--- src/rtl/noc_local_ingress_fifo_pkg.sv ---
// Shared definitions for the local ingress flit buffer: data width, sideband layout,
// framer state encodings and a small saturating-counter helper.
`ifndef Noc_Data_Width
`define Noc_Data_Width 32
`endif

package noc_local_ingress_fifo_pkg;

    localparam int NOC_DATA_WIDTH = `Noc_Data_Width;
    localparam int NOC_SIDEBAND_W = 2;
    localparam int NOC_ENTRY_W    = NOC_DATA_WIDTH + NOC_SIDEBAND_W;

    localparam logic [0:0] FR_IDLE   = 1'b0;
    localparam logic [0:0] FR_IN_PKT = 1'b1;

    typedef struct packed {
        logic                      is_header;
        logic                      is_tail;
        logic [NOC_DATA_WIDTH-1:0] flit;
    } noc_entry_t;

    function automatic logic [7:0] sat_inc8(input logic [7:0] v);
        return (v == 8'hFF) ? v : v + 8'd1;
    endfunction

endpackage

--- src/rtl/noc_sync_fifo.sv ---
// Single-clock first-word-fall-through FIFO; the head entry is read straight from
// registered storage, so a write at edge N is visible at the output after edge N.
module noc_sync_fifo #(
    parameter int DEPTH = 8,
    parameter int WIDTH = 34
) (
    input  logic             noc_clk,
    input  logic             noc_rst_n,
    input  logic             push_i,
    input  logic [WIDTH-1:0] wdata_i,
    input  logic             pop_i,
    output logic [WIDTH-1:0] rdata_o,
    output logic             full_o,
    output logic             empty_o
);
    localparam int AW = $clog2(DEPTH);
    localparam logic [AW-1:0] PTR_ONE  = AW'(1);
    localparam logic [AW:0]   CNT_ONE  = (AW+1)'(1);
    localparam logic [AW:0]   CNT_FULL = (AW+1)'(DEPTH);

    logic [WIDTH-1:0] mem_q [DEPTH];
    logic [AW-1:0]    wr_ptr_q;
    logic [AW-1:0]    rd_ptr_q;
    logic [AW:0]      count_q;
    logic             do_push;
    logic             do_pop;

    assign full_o  = (count_q == CNT_FULL);
    assign empty_o = (count_q == '0);
    // A full FIFO never takes a write, even if the head is leaving this cycle.
    assign do_push = push_i && !full_o;
    assign do_pop  = pop_i && !empty_o;
    assign rdata_o = mem_q[rd_ptr_q];

    always_ff @(posedge noc_clk or negedge noc_rst_n) begin
        if (!noc_rst_n) begin
            for (int i = 0; i < DEPTH; i++) mem_q[i] <= '0;
            wr_ptr_q <= '0;
            rd_ptr_q <= '0;
            count_q  <= '0;
        end else begin
            if (do_push) begin
                mem_q[wr_ptr_q] <= wdata_i;
                wr_ptr_q        <= wr_ptr_q + PTR_ONE;
            end
            if (do_pop) rd_ptr_q <= rd_ptr_q + PTR_ONE;
            if (do_push && !do_pop)      count_q <= count_q + CNT_ONE;
            else if (do_pop && !do_push) count_q <= count_q - CNT_ONE;
        end
    end

endmodule

--- src/rtl/noc_local_ingress_fifo.sv ---
// Local ingress flit buffer: packet framer, packet/error counters and optional
// store-and-forward release in front of a FWFT FIFO.
//   state  | meaning
//   IDLE   | between packets; only a header flit starts a packet
//   IN_PKT | header accepted, waiting for the tail
module noc_local_ingress_fifo
    import noc_local_ingress_fifo_pkg::*;
#(
    parameter int DEPTH     = 8,
    parameter int STORE_FWD = 0
) (
    input  logic                      noc_clk,
    input  logic                      noc_rst_n,
    input  logic                      in_valid,
    output logic                      in_ready,
    input  logic [NOC_DATA_WIDTH-1:0] in_flit,
    input  logic                      in_is_header,
    input  logic                      in_is_tail,
    output logic                      out_valid,
    input  logic                      out_ready,
    output logic [NOC_DATA_WIDTH-1:0] out_flit,
    output logic                      out_is_header,
    output logic                      out_is_tail,
    output logic [15:0]               pkt_cnt,
    output logic                      frame_err,
    output logic [7:0]                err_cnt
);
    localparam int TW = $clog2(DEPTH) + 1;
    localparam logic [TW-1:0] T_ONE = TW'(1);

    logic [0:0]    state_q, state_d;
    logic          hs, accept, err_ev;
    logic          pop, tail_push, tail_pop, full, empty, release_ok;
    logic [TW-1:0] tails_q;
    logic          rel_q;
    logic [15:0]   pkt_cnt_q;
    logic [7:0]    err_cnt_q;
    logic          frame_err_q;
    noc_entry_t    wr_entry, head;

    assign hs = in_valid && in_ready;

    always_comb begin
        state_d = state_q;
        accept  = 1'b0;
        err_ev  = 1'b0;
        if (hs) begin
            case (state_q)
                FR_IDLE: begin
                    if (in_is_header) begin
                        accept  = 1'b1;
                        state_d = in_is_tail ? FR_IDLE : FR_IN_PKT;
                    end else begin
                        err_ev = 1'b1;
                    end
                end
                default: begin
                    // A header here means the previous tail went missing; keep it anyway.
                    accept = 1'b1;
                    if (in_is_header) err_ev = 1'b1;
                    if (in_is_tail) state_d = FR_IDLE;
                end
            endcase
        end
    end

    assign wr_entry = '{is_header: in_is_header, is_tail: in_is_tail, flit: in_flit};

    noc_sync_fifo #(
        .DEPTH (DEPTH),
        .WIDTH (NOC_ENTRY_W)
    ) u_fifo (
        .noc_clk   (noc_clk),
        .noc_rst_n (noc_rst_n),
        .push_i    (accept),
        .wdata_i   (wr_entry),
        .pop_i     (pop),
        .rdata_o   (head),
        .full_o    (full),
        .empty_o   (empty)
    );

    assign tail_push = accept && in_is_tail;
    assign tail_pop  = pop && head.is_tail;

    // Full releases over-long packets; rel_q keeps a partly drained packet flowing.
    assign release_ok = (STORE_FWD == 0) || (tails_q != '0) || full || rel_q;

    assign in_ready      = !full;
    assign out_valid     = !empty && release_ok;
    assign pop           = out_valid && out_ready;
    assign out_flit      = head.flit;
    assign out_is_header = head.is_header;
    assign out_is_tail   = head.is_tail;
    assign pkt_cnt       = pkt_cnt_q;
    assign err_cnt       = err_cnt_q;
    assign frame_err     = frame_err_q;

    always_ff @(posedge noc_clk or negedge noc_rst_n) begin
        if (!noc_rst_n) begin
            state_q     <= FR_IDLE;
            tails_q     <= '0;
            rel_q       <= 1'b0;
            pkt_cnt_q   <= '0;
            err_cnt_q   <= '0;
            frame_err_q <= 1'b0;
        end else begin
            state_q     <= state_d;
            frame_err_q <= err_ev;
            if (err_ev) err_cnt_q <= sat_inc8(err_cnt_q);
            if (tail_push) pkt_cnt_q <= pkt_cnt_q + 16'd1;
            if (tail_push && !tail_pop)      tails_q <= tails_q + T_ONE;
            else if (tail_pop && !tail_push) tails_q <= tails_q - T_ONE;
            if (pop) rel_q <= !head.is_tail;
        end
    end

endmodule

--- config.mk ---
export PLATFORM = sky130hd
export DESIGN_NAME = noc_local_ingress_fifo
export DESIGN_NICKNAME = d
export VERILOG_FILES = /design/src/rtl/noc_local_ingress_fifo_pkg.sv /design/src/rtl/noc_sync_fifo.sv /design/src/rtl/noc_local_ingress_fifo.sv
export SDC_FILE = /design/constraint.sdc
export NUM_CORES = 1
export LEC_CHECK = 0
export BUFFER_PORTS_ARGS = -buffer_cell sky130_fd_sc_hd__buf_2
export CAP_MARGIN = 20
export CORE_ASPECT_RATIO = 0.75
export CORE_MARGIN = 5
export CORE_UTILIZATION = 50
export DETAILED_ROUTE_END_ITERATION = 10
export GPL_ROUTABILITY_DRIVEN = 0
export PLACE_DENSITY = 0.76
export SYNTH_ARGS = -nofsm -noshare
export SYNTH_HDL_FRONTEND = slang
export SYNTH_SLANG_ARGS = --single-unit
--- constraint.sdc ---
create_clock -name noc_clk -period 5.3 [get_ports noc_clk]
set_input_delay 0.795 -clock noc_clk [delete_from_list [all_inputs] [get_ports noc_clk]]
set_output_delay 0.795 -clock noc_clk [all_outputs]
set_load 0.02 [all_outputs]
======== Yosys cells after proc, flatten, opt, wreduce, memory -nomap -nowiden ========
Cells that the tools add are included.
operators by class
  bitwise operators ....................... 3
  order comparisons ....................... 3
  add/subtract/negate cells ............... 6
  reductions and logical operators ........ 15
  mux-type cells .......................... 17
  equality and inequality tests ........... 2
operators with widths
  kind                                                                   number
  272-bit bitwise mux                                                    1
  34-bit binary-select mux with 3-bit select                             1
  34-bit demux with 3-bit select                                         1
  34-bit 2-to-1 mux                                                      3
  16-bit by 1-bit adder with 16-bit output (second input constant)       1
  1-bit 2-to-1 mux                                                       9
  8-bit by 1-bit adder with 8-bit output (second input constant)         1
  8-bit equality test (second input constant)                            1
  4-bit >= comparator (second input constant)                            2
  1-bit logical AND                                                      8
  4-bit 2-to-1 mux                                                       2
  3-bit NOT with 4-bit output                                            2
  3-bit by 1-bit adder with 3-bit output (second input constant)         2
  4-bit by 1-bit adder with 4-bit output (second input constant)         1
  4-bit equality test (second input constant)                            1
  1-bit zero test                                                        4
  4-bit zero test                                                        1
  4-bit by 1-bit < comparator with 1-bit output (second input constant)  1
  4-bit by 1-bit subtractor with 4-bit output (second input constant)    1
  2-bit AND reduction                                                    1
  2-bit nonzero test                                                     1
  1-bit NOT                                                              1
storage, ports and cells
  register bits ........................... 308
  output and inout port bits .............. 61
  bits of input ports ..................... 38
  logic and storage cells ................. 61

======== Depth between registers and ports, before layout ========
Gate-level depths: netlist of the first run.
  word-level depth ........................ 9
  mapped depth ............................ 13
  gate-level depth less buffers ........... 12

======== By module ========
From an unflattened synthesis of the first run, not the netlist that was laid out.
second synthesis, totals
  cell total of the unflattened synthesis .. 865
  area, all modules ....................... 14117.3 um^2
modules (own cells, without submodules)
  module                  seq. area each (um^2)  cells each  instances  area each (um^2)
  noc_sync_fifo           7056.8                 756         1          12846.1
  noc_local_ingress_fifo  650.6                  109         1          1271.2

======== Worst setup path before layout of the first run ========
OpenSTA, ideal clock, no wires.
  path type ............................... input to register
  from .................................... input port in_is_header
  to ...................................... register u_fifo.count_q[3]
  data arrival time ....................... 2.981 ns
  setup time .............................. 0.136 ns
  stages .................................. 12
  buffers on the path ..................... 1
  setup slack ............................. 2.183 ns
  data required time ...................... 5.164 ns
  cells stage by stage .................... clkbuf_1 inv_1 ha_1 and2b_4 nand2_4 inv_1 ha_1 inv_1 ha_1 a21o_1 a2111oi_0 o31ai_1
between the ends
  word-level cells in the longest chain between the ends .. 7
  elaborated cells on any way between the ends .. 9
  classes of those cells .................. mux: 4; reduce/logical: 5
ends and longest elaborated chain
  item                          line                          text
  start, declared               noc_local_ingress_fifo.sv:17  input logic in_is_header,
  1-bit 2-to-1 mux (*)          noc_local_ingress_fifo.sv:50  if (in_is_header) begin
  1-bit 2-to-1 mux (*)          noc_local_ingress_fifo.sv:48  case (state_q)
  1-bit 2-to-1 mux (*)          noc_local_ingress_fifo.sv:47  if (hs) begin
  1-bit logical AND (*)         noc_sync_fifo.sv:31           assign do_push = push_i && !full_o;
  via u_fifo.do_push            noc_sync_fifo.sv:25           logic do_push;
  1-bit zero test               noc_sync_fifo.sv:48           else if (do_pop && !do_push) count_q <= count_q - CNT_ONE;
  1-bit logical AND             noc_sync_fifo.sv:48
  2-bit nonzero test (no line)  --
  end signal, assigned          noc_sync_fifo.sv:47           if (do_push && !do_pop) count_q <= count_q + CNT_ONE;
  end signal, assigned          noc_sync_fifo.sv:48
  end, declared                 noc_sync_fifo.sv:24           logic [AW:0] count_q;
Mark *: on every way through the listed nets, which the timed path passes. The rest lies on a longest branch.
A chain may end at the register's enable or synchronous reset.

======== Worst setup path in the final report of the first run ========
  from .................................... register u_fifo.rd_ptr_q[0]
  to ...................................... output port out_is_tail
between the ends
  word-level cells in the longest chain between the ends .. 4
ends and longest elaborated chain
  item                                                  line                          text
  start, declared                                       noc_sync_fifo.sv:23           logic [AW-1:0] rd_ptr_q;
  start signal, assigned                                noc_sync_fifo.sv:46           if (do_pop) rd_ptr_q <= rd_ptr_q + PTR_ONE;
  3-bit NOT with 4-bit output (implied by the code)     noc_sync_fifo.sv:33           assign rdata_o = mem_q[rd_ptr_q];
  34-bit binary-select mux with 3-bit select            noc_sync_fifo.sv:33
  34-bit 2-to-1 mux (implied by the code) (2 in a row)  noc_sync_fifo.sv:33
  end, declared                                         noc_local_ingress_fifo.sv:23  output logic out_is_tail,
Every way passes these cells. The select of a mux whose other input is x is not followed.

==> impl_metrics.env, run 1 <==
export IMPL_status="finished clean"
export IMPL_ys_seq_area_share_pct=54.53
export IMPL_cp_max_fo=41
export IMPL_clkLatencyLatePin_ns=0.56
export IMPL_power_frac_comb_pct=39.1
export IMPL_worst_ir_drop_vdd_uv=370.5
export IMPL_synth_seq_cells=308
export IMPL_cts_root_buf="clkbuf_16"
export IMPL_end_kind="primary output"
export IMPL_internal_power_uw=7216
export IMPL_worst_hold_slack_ns=0.2501
export IMPL_reg2reg_slack_ns=2.35
export IMPL_fin_skew_ns=0.007372
export IMPL_cts_hold_fix_buffers=0
export IMPL_core_area_mm2=0.02792
export IMPL_drive_gt1_share_pct=55.38
export IMPL_avgSynthCellArea_um2=16.40
export IMPL_multi_input_area_mm2=0.006138
export IMPL_clkTransAtPathRegs_ns=0.06
export IMPL_period_needed_ns=3.847
export IMPL_n_antenna_cell=0
export IMPL_nets=998
export IMPL_cts_tree="yes"
export IMPL_crit_type="reg -> out"
export IMPL_grt_ovfl_total=0
export IMPL_antenna_found_initial=0
export IMPL_drtPass1Iterations=4
export IMPL_switching_share_pct=32.14
export IMPL_async_flop_share_pct=100.0
export IMPL_design_portCount=99
export IMPL_p_per_area_mw_per_mm2=665.2
export IMPL_start_util_pct=50.63
export IMPL_critPathArrivalTime_ns=3.05
export IMPL_worstMarginPinSlew_ns=1.134
export IMPL_p_clk_share_pct=20.4
export IMPL_routed_via_count=7568
export IMPL_grt_util_all_layers_pct=18.30
export IMPL_die_area_mm2=0.03177
export IMPL_fin_tns_setup_ns=0
export IMPL_fillers=2166
export IMPL_area_delta_synth_final_pct=13.10
export IMPL_io_buffer_count=98
export IMPL_synth_edf_count=0
export IMPL_synth_fp_nets=909
export IMPL_syn_inst=862
export IMPL_timing_rr_start="u_fifo.count_q[0]"
export IMPL_detail_route_antenna_nets=0
export IMPL_dp_cells=1304
export IMPL_ys_types=43
export IMPL_timing_final_crit_share_pct=72.58
export IMPL_cts_repair_resized=0
export IMPL_p_leak_uw=0.007237
export IMPL_grt_first_pass_wirelength_mm=46.85
export IMPL_die_h_um=155.6
export IMPL_hold_violations=0
export IMPL_timing_fmax_mhz=259.9
export IMPL_seqCellArea_mm2=0.007714
export IMPL_final_common_cell="dfrtp_1"
export IMPL_drt_wl_total_mm=28.31
export IMPL_crit_start="u_fifo.rd_ptr_q[0]"
export IMPL_clockBufferDepth=3
export IMPL_grt_max_degree=110
export IMPL_finalSetupViolations=0
export IMPL_rows=53
export IMPL_wire_per_inst_um=20.81
export IMPL_dpl_cell_area_mm2=0.01497
export IMPL_grt_pass1_vias=8322
export IMPL_crit_path_end="out_is_tail"
export IMPL_initialDrtViolationCount=383
export IMPL_hold_class="in -> async"
export IMPL_instances_no_fill=1360
export IMPL_via_per_inst=5.565
export IMPL_crit_path_start_kind="flop"
export IMPL_rsz0062_at_grt="no"
export IMPL_fin_util_pct=57.26
export IMPL_slew_viol_final=0
export IMPL_r2r_cells=9
export IMPL_drc=0
export IMPL_cts_setup_buffers=0
export IMPL_required_ns=4.51
export IMPL_final_cell_mix="dfrtp_1 (305), mux2_2 (239), buf_2 (97)"
export IMPL_synth_area_mm2=0.01413
export IMPL_dp_hpwl_mm=16.74
export IMPL_finalInstanceArea_mm2=0.01599
export IMPL_drv_cap=0
export IMPL_r2r_end="u_fifo.count_q[3]"
export IMPL_yosys_warnings=0
export IMPL_cts_max_level=1
export IMPL_clock_sinks=308
export IMPL_synth_ff_type="dfrtp_1"
export IMPL_p_sw_uw=3418
export IMPL_slew_headroom_pct=24.38
export IMPL_cts_made_buffers=30
export IMPL_die_w_um=204.1
export IMPL_seq_power_share_pct=40.5
## how the worst min path moves through the flow
stage                                start           endpoint  slack (ns)  depth (start not counted)
after global routing             noc_rst_n  u_fifo.mem_q[214]        0.30                          1
after CTS                        noc_rst_n  u_fifo.mem_q[214]        0.30                          1
after detailed placement       pkt_cnt[15]        pkt_cnt[15]        0.45                          1
final                            noc_rst_n  u_fifo.mem_q[214]        0.25                          1
after global placement         pkt_cnt[15]        pkt_cnt[15]        0.46                          1
after floorplan           u_fifo.mem_q[34]   u_fifo.mem_q[34]        0.45                          1
## cell usage after synthesis (all sizes together) (2+ instances only)
master / n / area [µm²]
and3: 3 / 18.77
xnor2: 14 / 122.6
o21ai: 2 / 10.01
nor3b: 2 / 25.02
inv: 6 / 22.52
buf: 36 / 234.0
nor2: 9 / 36.29
nor3: 10 / 60.06
a31oi: 2 / 12.51
mux4: 68 / 1531
nand4: 6 / 37.54
nand2: 20 / 82.58
ha: 8 / 100.1
and4: 3 / 26.28
xor2: 14 / 122.6
dfrtp: 308 / 7707
or4: 2 / 15.01
or4b: 3 / 37.54
clkbuf: 17 / 63.81
nand3: 7 / 47.55
mux2: 310 / 3716
## cell families (layout without fill, tap and decap cells)
group | count (synthesis) | count (layout) | synth area share [%]
multiplexers | 379 | 379 | 37.20
AO/OA/AOI/OAI | 9 | 9 | 0.4161
AND/OR/NAND/NOR | 70 | 70 | 3.010
XOR/XNOR | 28 | 28 | 1.735
buffers and inverters | 59 | 172 | 2.266
flip-flops | 308 | 308 | 54.53
adder cells (fa/ha/maj) | 9 | 9 | 0.8498
## power groups by stage
stage | Sequential, µW | Clock, µW | Combinational, µW
floorplan | 3920 | 0 | 3460
global placement | 4300 | 0 | 4120
detailed placement | 4330 | 0 | 4210
CTS | 4310 | 2220 | 4230
global route | 4460 | 2320 | 4460
finish | 4310 | 2170 | 4150
## cell type report
class / count / area share (%)
Inverter: 6 / 0.1409
Sequential cell: 308 / 48.25
Tap cell: 385 / 3.013
Clock buffer: 47 / 5.729
Timing Repair Buffer: 110 / 3.851
Multi-Input combinational cell: 495 / 38.40
Clock inverter: 9 / 0.6183
## critical path, stage by stage, from the launching register on
cell and delay, ns:
dfrtp_4 0.99, buf_4 0.45, mux4_2 0.55, mux2_2 0.31, buf_2 0.17
## routing by layer
metal	vias to the layer above	global-route usage, %	routed length, µm
met2	119	28.64	12940
li1	3376	-	-
met1	4039	27.35	13700
met3	34	3.782	1235
met5	-	0	0
met4	0	3.125	429
## metrics by stage
stage          setup WS, ns  power (µW)
2_1_floorplan         2.183        7377
4_1_cts               1.338       10760
3_3_place_gp          1.959        8414
6_report              1.453       10630
3_5_place_dp          1.946        8541
5_1_grt               1.229       11250
## registers in the layout, indices dropped and copies added (netlist names)
name	cells
err_cnt	8
frame_err	1
pkt_cnt	16
state_q	1
u_fifo.count_q	4
u_fifo.mem_q	272
u_fifo.rd_ptr_q	3
u_fifo.wr_ptr_q	3
No activity file was read; power rests on OpenSTA's default activity.
==> inputs of run 2 (changes only) <==
Clock period 5.3 ns to 3.97 ns, I/O delays scaled along.
==> run 2 against run 1 <==
Against the previous run: count of clock-buffer cells in the layout down 3; critical endpoint is now out_flit[15]; wire length about the same; sequential cell count unchanged; largest power group is now combinational cells; worst hold slack worse by 0.23 ns.
==> impl_metrics.env, run 2 (same netlist as run 1, synthesis figures left out) <==
export IMPL_cp_top_family="multiplexers"
export IMPL_path_cells="buf_4 -> mux4_2 -> mux2_2 -> buf_2"
export IMPL_fin_skew_ns=0.01099
export IMPL_r2r_end="u_fifo.count_q[3]"
export IMPL_switching_share_pct=31.77
export IMPL_slew_headroom_pct=27.47
export IMPL_status="finished clean"
export IMPL_cts_tree="yes"
export IMPL_die_w_um=204.1
export IMPL_timing_fmax_mhz=316.0
export IMPL_crit_path_end="out_flit[15]"
export IMPL_regMostFlops="u_fifo.mem_q"
export IMPL_seq_power_share_pct=39.2
export IMPL_final_cell_mix="dfrtp_1 (305), mux2_2 (239), buf_2 (97)"
export IMPL_cp_max_fo=16
export IMPL_p_sw_uw=4575
export IMPL_grt_ovfl_total=0
export IMPL_grt_first_pass_wirelength_mm=47.47
export IMPL_reg2reg_slack_ns=1.02
export IMPL_dp_hpwl_mm=17.33
export IMPL_worst_ir_drop_vdd_uv=419.2
export IMPL_cts_repair_resized=0
export IMPL_rsz0062_at_grt="no"
export IMPL_critPathArrivalTime_ns=2.57
export IMPL_die_area_mm2=0.03177
export IMPL_final_common_cell="dfrtp_1"
export IMPL_period_needed_ns=3.164
export IMPL_timing_final_crit_share_pct=79.70
export IMPL_drc=0
export IMPL_antenna_found_initial=1
export IMPL_power_frac_comb_pct=39.8
export IMPL_fillers=2156
export IMPL_r2r_cells=9
export IMPL_die_h_um=155.6
export IMPL_design_portCount=99
export IMPL_clkLatencyLatePin_ns=0.55
export IMPL_worstMarginPinSlew_ns=1.088
export IMPL_drive_gt1_share_pct=55.53
export IMPL_wire_per_inst_um=20.79
export IMPL_clkTransAtPathRegs_ns=0.06
export IMPL_timing_rr_start="u_fifo.count_q[0]"
export IMPL_worst_path_buf_inv=2
export IMPL_cts_hold_fix_buffers=0
export IMPL_cts_root_buf="clkbuf_16"
export IMPL_routed_via_count=7637
export IMPL_drtPass1Iterations=4
export IMPL_crit_type="reg -> out"
export IMPL_nets=1001
export IMPL_clockBufferDepth=3
export IMPL_detail_route_antenna_nets=0
export IMPL_core_area_mm2=0.02792
export IMPL_finalSetupViolations=0
export IMPL_grt_pass1_vias=8399
export IMPL_crit_path_start_kind="flop"
export IMPL_cpMaxStageDelayCell="dfrtp_4"
export IMPL_end_kind="primary output"
export IMPL_cts_setup_buffers=0
export IMPL_grt_max_degree=115
export IMPL_crit_start="u_fifo.rd_ptr_q[0]"
export IMPL_io_buffer_count=98
export IMPL_finalPower_uw=14400
export IMPL_hold_class="in -> async"
export IMPL_cts_made_buffers=30
export IMPL_drt_wl_total_mm=28.30
export IMPL_start_util_pct=50.63
export IMPL_via_per_inst=5.611
export IMPL_cp_depth=4
export IMPL_clock_sinks=308
export IMPL_hold_violations=0
export IMPL_slew_viol_final=0
export IMPL_rows=53
export IMPL_internal_power_uw=9825
export IMPL_n_antenna_cell=0
export IMPL_largest_register_ffs=272
export IMPL_seqCellArea_mm2=0.007714
export IMPL_grt_util_all_layers_pct=18.40
export IMPL_p_per_area_mw_per_mm2=894.1
export IMPL_cts_max_level=1
export IMPL_p_clk_share_pct=21.0
export IMPL_drv_cap=0
export IMPL_required_ns=3.37
export IMPL_initialDrtViolationCount=419
export IMPL_fin_tns_setup_ns=0
export IMPL_area_delta_synth_final_pct=13.95
export IMPL_slowest_delay_ns=0.61
export IMPL_p_leak_uw=0.007282
export IMPL_multi_input_area_mm2=0.006138
run 2: cell types whose count changed in the layout (fill, tap and decap cells not counted), sizes merged:
cell / before / now
buf: 110 / 113
bufinv: 2 / 5
clkbuf: 47 / 44
clkinv: 6 / 4
clkinvlp: 0 / 1
inv: 7 / 6
run 2: metal layers:
layer  track usage, %  vias up  wire length, µm
met2            29.29      124            13370
li1                 -     3373                -
met3            3.263       40             1274
met4            3.093        2              424
met1            27.43     4098            13220
met5                0        -               11
run 2: power groups by stage:
stage | clock network [µW] | registers [µW] | logic, µW
2_1_floorplan | 0 | 5230 | 4620
5_1_grt | 3240 | 5850 | 6170
6_report | 3030 | 5650 | 5730
3_3_place_gp | 0 | 5590 | 5670
3_5_place_dp | 0 | 5670 | 5800
4_1_cts | 3100 | 5650 | 5820
run 2: cell type report:
type / count / area share (%)
Timing Repair Buffer: 113 / 4.273
Clock buffer: 44 / 5.492
Clock inverter: 10 / 1.103
Multi-Input combinational cell: 495 / 38.11
Tap cell: 385 / 2.991
Sequential cell: 308 / 47.89
Inverter: 6 / 0.1398
run 2: worst min path at each step:
stage,end,slack (ns),depth (start not counted)
after floorplan,err_cnt[0],0.30,0
after global placement,pkt_cnt[15],0.45,1
after detailed placement,pkt_cnt[15],0.46,1
after CTS,u_fifo.mem_q[112],0.02,1
after global routing,u_fifo.mem_q[210],0.06,1
final,u_fifo.mem_q[108],0.02,1
run 2: metrics by stage:
step                instance area [µm²]  setup WS, ns  utilization [%]  cells  hold slack [ns]
global route                      16110        0.6514            57.69   1361          0.06160
global placement                  15040        0.9235            53.89   1307           0.4522
detailed placement                15040        0.8318            53.89   1307           0.4563
floorplan                         14130         1.053                -    862           0.2999
CTS                               16110        0.7303            57.69   1361          0.02486
finish                            16110        0.8058            57.69   1361          0.02382
